`src/rtl/modo_de_jogo_ctrl.sv`:
```
// Game-mode selection controller: steps through the four modes, blinks the digit while a
// choice is pending, pulses start on confirm and locks the mode until game_over.
// Optional idle auto-confirm is enabled with `define MODO_AUTO_CONFIRM_EN.
module modo_de_jogo_ctrl #(
    parameter int BLINK_DIV = 25000000,
    parameter int TIMEOUT   = 250000000,
    parameter int CW        = 28
) (
    input  logic       clk,
    input  logic       reset,
    input  logic       btn_next,
    input  logic       btn_confirm,
    input  logic       game_over,
    output logic [1:0] mode,
    output logic       disp_en,
    output logic       locked,
    output logic       start
);

    if (BLINK_DIV < 2 || TIMEOUT < 2) begin : g_bad_param
        $error("modo_de_jogo_ctrl: BLINK_DIV and TIMEOUT must be >= 2");
    end

    typedef enum logic [1:0] {
        SELECT = 2'b00,
        START  = 2'b01,
        PLAY   = 2'b10
    } state_t;

    state_t        state, state_nx;
    logic [1:0]    mode_nx;
    logic          disp_nx;
    logic [CW-1:0] blink_cnt, blink_nx;
    logic          prev_next, prev_conf;
    logic          edge_next, edge_conf;
    logic          auto_fire;

    assign edge_next = btn_next & ~prev_next;
    assign edge_conf = btn_confirm & ~prev_conf;

`ifdef MODO_AUTO_CONFIRM_EN
    logic [CW-1:0] idle_cnt, idle_nx;
    // A timeout only stands in for a confirm when the player did nothing that cycle.
    assign auto_fire = ~edge_next & ~edge_conf & (idle_cnt == CW'(TIMEOUT - 1));
`else
    assign auto_fire = 1'b0;
`endif

    always_comb begin
        state_nx = state;
        mode_nx  = mode;
        disp_nx  = 1'b1;
        blink_nx = '0;
`ifdef MODO_AUTO_CONFIRM_EN
        idle_nx  = '0;
`endif
        case (state)
            SELECT: begin
                if (edge_conf || auto_fire) begin
                    state_nx = START;
                end else if (edge_next) begin
                    mode_nx = mode + 2'd1;
                end else begin
                    if (blink_cnt == CW'(BLINK_DIV - 1)) begin
                        blink_nx = '0;
                        disp_nx  = ~disp_en;
                    end else begin
                        blink_nx = blink_cnt + 1'b1;
                        disp_nx  = disp_en;
                    end
`ifdef MODO_AUTO_CONFIRM_EN
                    idle_nx = idle_cnt + 1'b1;
`endif
                end
            end
            START: state_nx = PLAY;
            PLAY: begin
                if (game_over) state_nx = SELECT;
            end
            default: begin
                state_nx = SELECT;
                mode_nx  = 2'b00;
            end
        endcase
    end

    always_ff @(posedge clk) begin
        if (reset) begin
            state     <= SELECT;
            mode      <= 2'b00;
            disp_en   <= 1'b1;
            locked    <= 1'b0;
            start     <= 1'b0;
            blink_cnt <= '0;
            prev_next <= 1'b1;
            prev_conf <= 1'b1;
`ifdef MODO_AUTO_CONFIRM_EN
            idle_cnt  <= '0;
`endif
        end else begin
            state     <= state_nx;
            mode      <= mode_nx;
            disp_en   <= disp_nx;
            locked    <= (state_nx != SELECT);
            start     <= (state_nx == START);
            blink_cnt <= blink_nx;
            prev_next <= btn_next;
            prev_conf <= btn_confirm;
`ifdef MODO_AUTO_CONFIRM_EN
            idle_cnt  <= idle_nx;
`endif
        end
    end

endmodule

```
`config.mk`:
```
export PLATFORM = sky130hd
export DESIGN_NAME = modo_de_jogo_ctrl
export DESIGN_NICKNAME = d
export VERILOG_FILES = /design/src/rtl/modo_de_jogo_ctrl.sv
export SDC_FILE = /design/constraint.sdc
export NUM_CORES = 1
export LEC_CHECK = 0
export CAP_MARGIN = 20
export CORE_ASPECT_RATIO = 1.5
export CORE_MARGIN = 5
export CORE_UTILIZATION = 40
export CTS_BUF_LIST = sky130_fd_sc_hd__clkbuf_8
export CTS_CLUSTER_DIAMETER = 40
export DETAILED_ROUTE_END_ITERATION = 7
export GPL_TIMING_DRIVEN = 1
export SLEW_MARGIN = 10
export SYNTH_ARGS = -nofsm -noshare
export SYNTH_HDL_FRONTEND = slang
export SYNTH_SLANG_ARGS = --single-unit
```
`constraint.sdc`:
```
create_clock -name clk -period 2.1 [get_ports clk]
set_input_delay 0.42 -clock clk [delete_from_list [all_inputs] [get_ports clk]]
set_output_delay 0.42 -clock clk [all_outputs]
set_load 0.02 [all_outputs]
```
==> impl_metrics.env <==
export IMPL_status="finished clean"
export IMPL_syn_inst=205
export IMPL_num_vias=1648
export IMPL_drt_initial_drc_count=43
export IMPL_grt_ovfl_total=0
export IMPL_cts_resized=0
export IMPL_met1_usage=0.178
export IMPL_critical_path_class="flop to flop"
export IMPL_drc=0
export IMPL_grt_use_met2=0.286
export IMPL_powerDensity_nw_per_um2=630
export IMPL_wl_per_cell_um=14.9
export IMPL_combPwrFrac=0.062
export IMPL_ys_flop_type="dfxtp_1"
export IMPL_die_h_um=92.3
export IMPL_path_max_fanout=6
export IMPL_diodes=0
export IMPL_mostFrequentLayoutCells="dfxtp_1 (37), buf_4 (17), nor3_1 (16), nand4_1 (15), a211oi_1 (14)"
export IMPL_yosysUniqueCellTypes=41
export IMPL_ff2ff_path_depth=4
export IMPL_hold_viol_final=0
export IMPL_fin_crit_sh=0.940
export IMPL_fin_skew_ps=3.85
export IMPL_grtUsageTotal=0.160
export IMPL_syn_avg_cell_area_um2=8.81
export IMPL_seq_power_share=0.531
export IMPL_max_freq_ghz=0.507
export IMPL_final_cells=279
export IMPL_crit_required_ps=2280
export IMPL_tightest_slew_ps=464
export IMPL_nNetsFinal=239
export IMPL_clock_sinks=37
export IMPL_cts_tree="yes"
export IMPL_vias_per_cell=5.91
export IMPL_layout_drive_gt1_share=0.139
export IMPL_coreArea_um2=4470
export IMPL_ys_ff_latch=37
export IMPL_internal_power_mw=1.05
export IMPL_grt_max_degree=29
export IMPL_finalSetupViolCount=0
export IMPL_hp_class="flop to flop"
export IMPL_grt_pass1_vias=1626
export IMPL_clockBufferDepth=2
export IMPL_p_clk_frac=0.407
export IMPL_synth_edf_count=0
export IMPL_first_pass_iters=4
export IMPL_numCtsBuffers=5
export IMPL_finalSetupTns_ps=0
export IMPL_ant_nets=0
export IMPL_path_clk_slew_ps=70
export IMPL_fillerInstances=436
export IMPL_clock_latency_ps=290
export IMPL_syn_nets=214
export IMPL_critPathCaptureType="flop"
export IMPL_maxCapViolCount=0
export IMPL_root_buffer="clkbuf_8"
export IMPL_hold_path_cell_count=2
export IMPL_p_total_mw=1.36
export IMPL_dp_cells=270
export IMPL_busiest_layer="met2"
export IMPL_hpwl_um=3040
export IMPL_grt_antenna_before_repair=0
export IMPL_routed_wl_um=4150
export IMPL_arrival_ps=2150
export IMPL_slew_viol_final=0
export IMPL_rows=30
export IMPL_initial_core_util=0.404
export IMPL_slew_headroom=0.688
export IMPL_die_w_um=64.9
export IMPL_power_leakage_nw=0.720
export IMPL_grt_pass1_wl_um=7560
export IMPL_ys_seq_area_frac=0.410
export IMPL_peakVddDrop_uv=392
export IMPL_yosys_warnings=0
export IMPL_period_minus_slack_ps=1970
export IMPL_gp_congestion=0.811
export IMPL_place_port_buffers=9
export IMPL_ioPinCount=10
export IMPL_area_delta_synth_final_pct=19.7
export IMPL_p_sw_frac=0.230
export IMPL_dieArea_um2=5990
export IMPL_synth_cell_area_um2=1810
export IMPL_rsz0062_at_grt="no"
export IMPL_h_tree_depth=2
export IMPL_use_met3=0.0380
export IMPL_start_kind="flop"
export IMPL_synthArstFlopShare=0
export IMPL_mostFrequentLayoutCell="dfxtp_1"
export IMPL_switching_power_uw=313
final timing paths:
path / startpoint / end / slack (ps)
worst max register to register: blink_cnt[7] / disp_en / 130
worst min register to register: mode[1] / mode[1] / 500
worst min-delay path: mode[1] / mode[1] / 500
worst max-delay path: blink_cnt[7] / disp_en / 130
layer usage:
| metal | wire (um) | part of all wire |
|---|---|---|
| met4 | 80 | 0.019 |
| met1 | 1750 | 0.42 |
| met3 | 132 | 0.032 |
| met2 | 2180 | 0.53 |
| met5 | 0 | 0 |
kinds of logic after synthesis:
family	Yosys count	share of synthesized area
adder cells (fa/ha/maj)	4	0.0277
buffers and inverters	16	0.0388
XOR/XNOR	12	0.0582
AO/OA/AOI/OAI	39	0.139
flip-flops	37	0.410
AND/OR/NAND/NOR	97	0.326
per-stage QoR:
stage | area, um^2 | hold slack [ps] | setup slack [ps] | utilization
2_1_floorplan | 1810 | 460 | 204 | -
3_3_place_gp | 2050 | 479 | 84.3 | 0.459
3_5_place_dp | 2050 | 492 | 25.9 | 0.459
4_1_cts | 2150 | 506 | 115 | 0.482
5_1_grt | 2160 | 551 | 12.5 | 0.484
6_report | 2160 | 504 | 127 | 0.484
registers in the layout, summed over array words and instances (netlist names):
name	flops
blink_cnt	28
disp_en	1
locked	1
mode	2
prev_conf	1
prev_next	1
start	1
state	2
power by group through the flow:
stage / Sequential, mW / Clock [mW] / Combinational [mW]
5_1_grt: 0.725 / 0.603 / 0.0962
2_1_floorplan: 0.743 / 0 / 0.0445
3_5_place_dp: 0.739 / 0 / 0.0853
4_1_cts: 0.723 / 0.564 / 0.0856
6_report: 0.723 / 0.555 / 0.0841
3_3_place_gp: 0.739 / 0 / 0.0846
critical path: stages (launching register included):
cell and delay [ps]:
dfxtp_1 360, or4_1 490, or4_4 540, o21ai_1 130
or3b_1 350
area by class of cell:
class	count	area, um^2	area share
repair buffers	27	238	0.110
inverters	7	26.3	0.0122
clock buffers	7	96.3	0.0446
flip-flops and latches	37	741	0.343
multi-input cells	152	995	0.460
well taps	48	60.1	0.0278
clock inverters	1	5.00	0.00232
timing repair:
item / in CTS / in global routing
hold buffers: 0 / 0
setup buffers: 0 / 1
setup endpoints to repair: 0 / 1
synth_stat cells (7+ instances only):
cell,count,share of area
nor2_1,7,0.015
or3_1,7,0.024
o21ai_0,11,0.030
nand2_1,7,0.015
nand3_1,10,0.028
dfxtp_1,37,0.41
a211oi_1,14,0.058
nand4_1,15,0.052
nor3_1,16,0.044
Power figures use the tool's default switching activity.
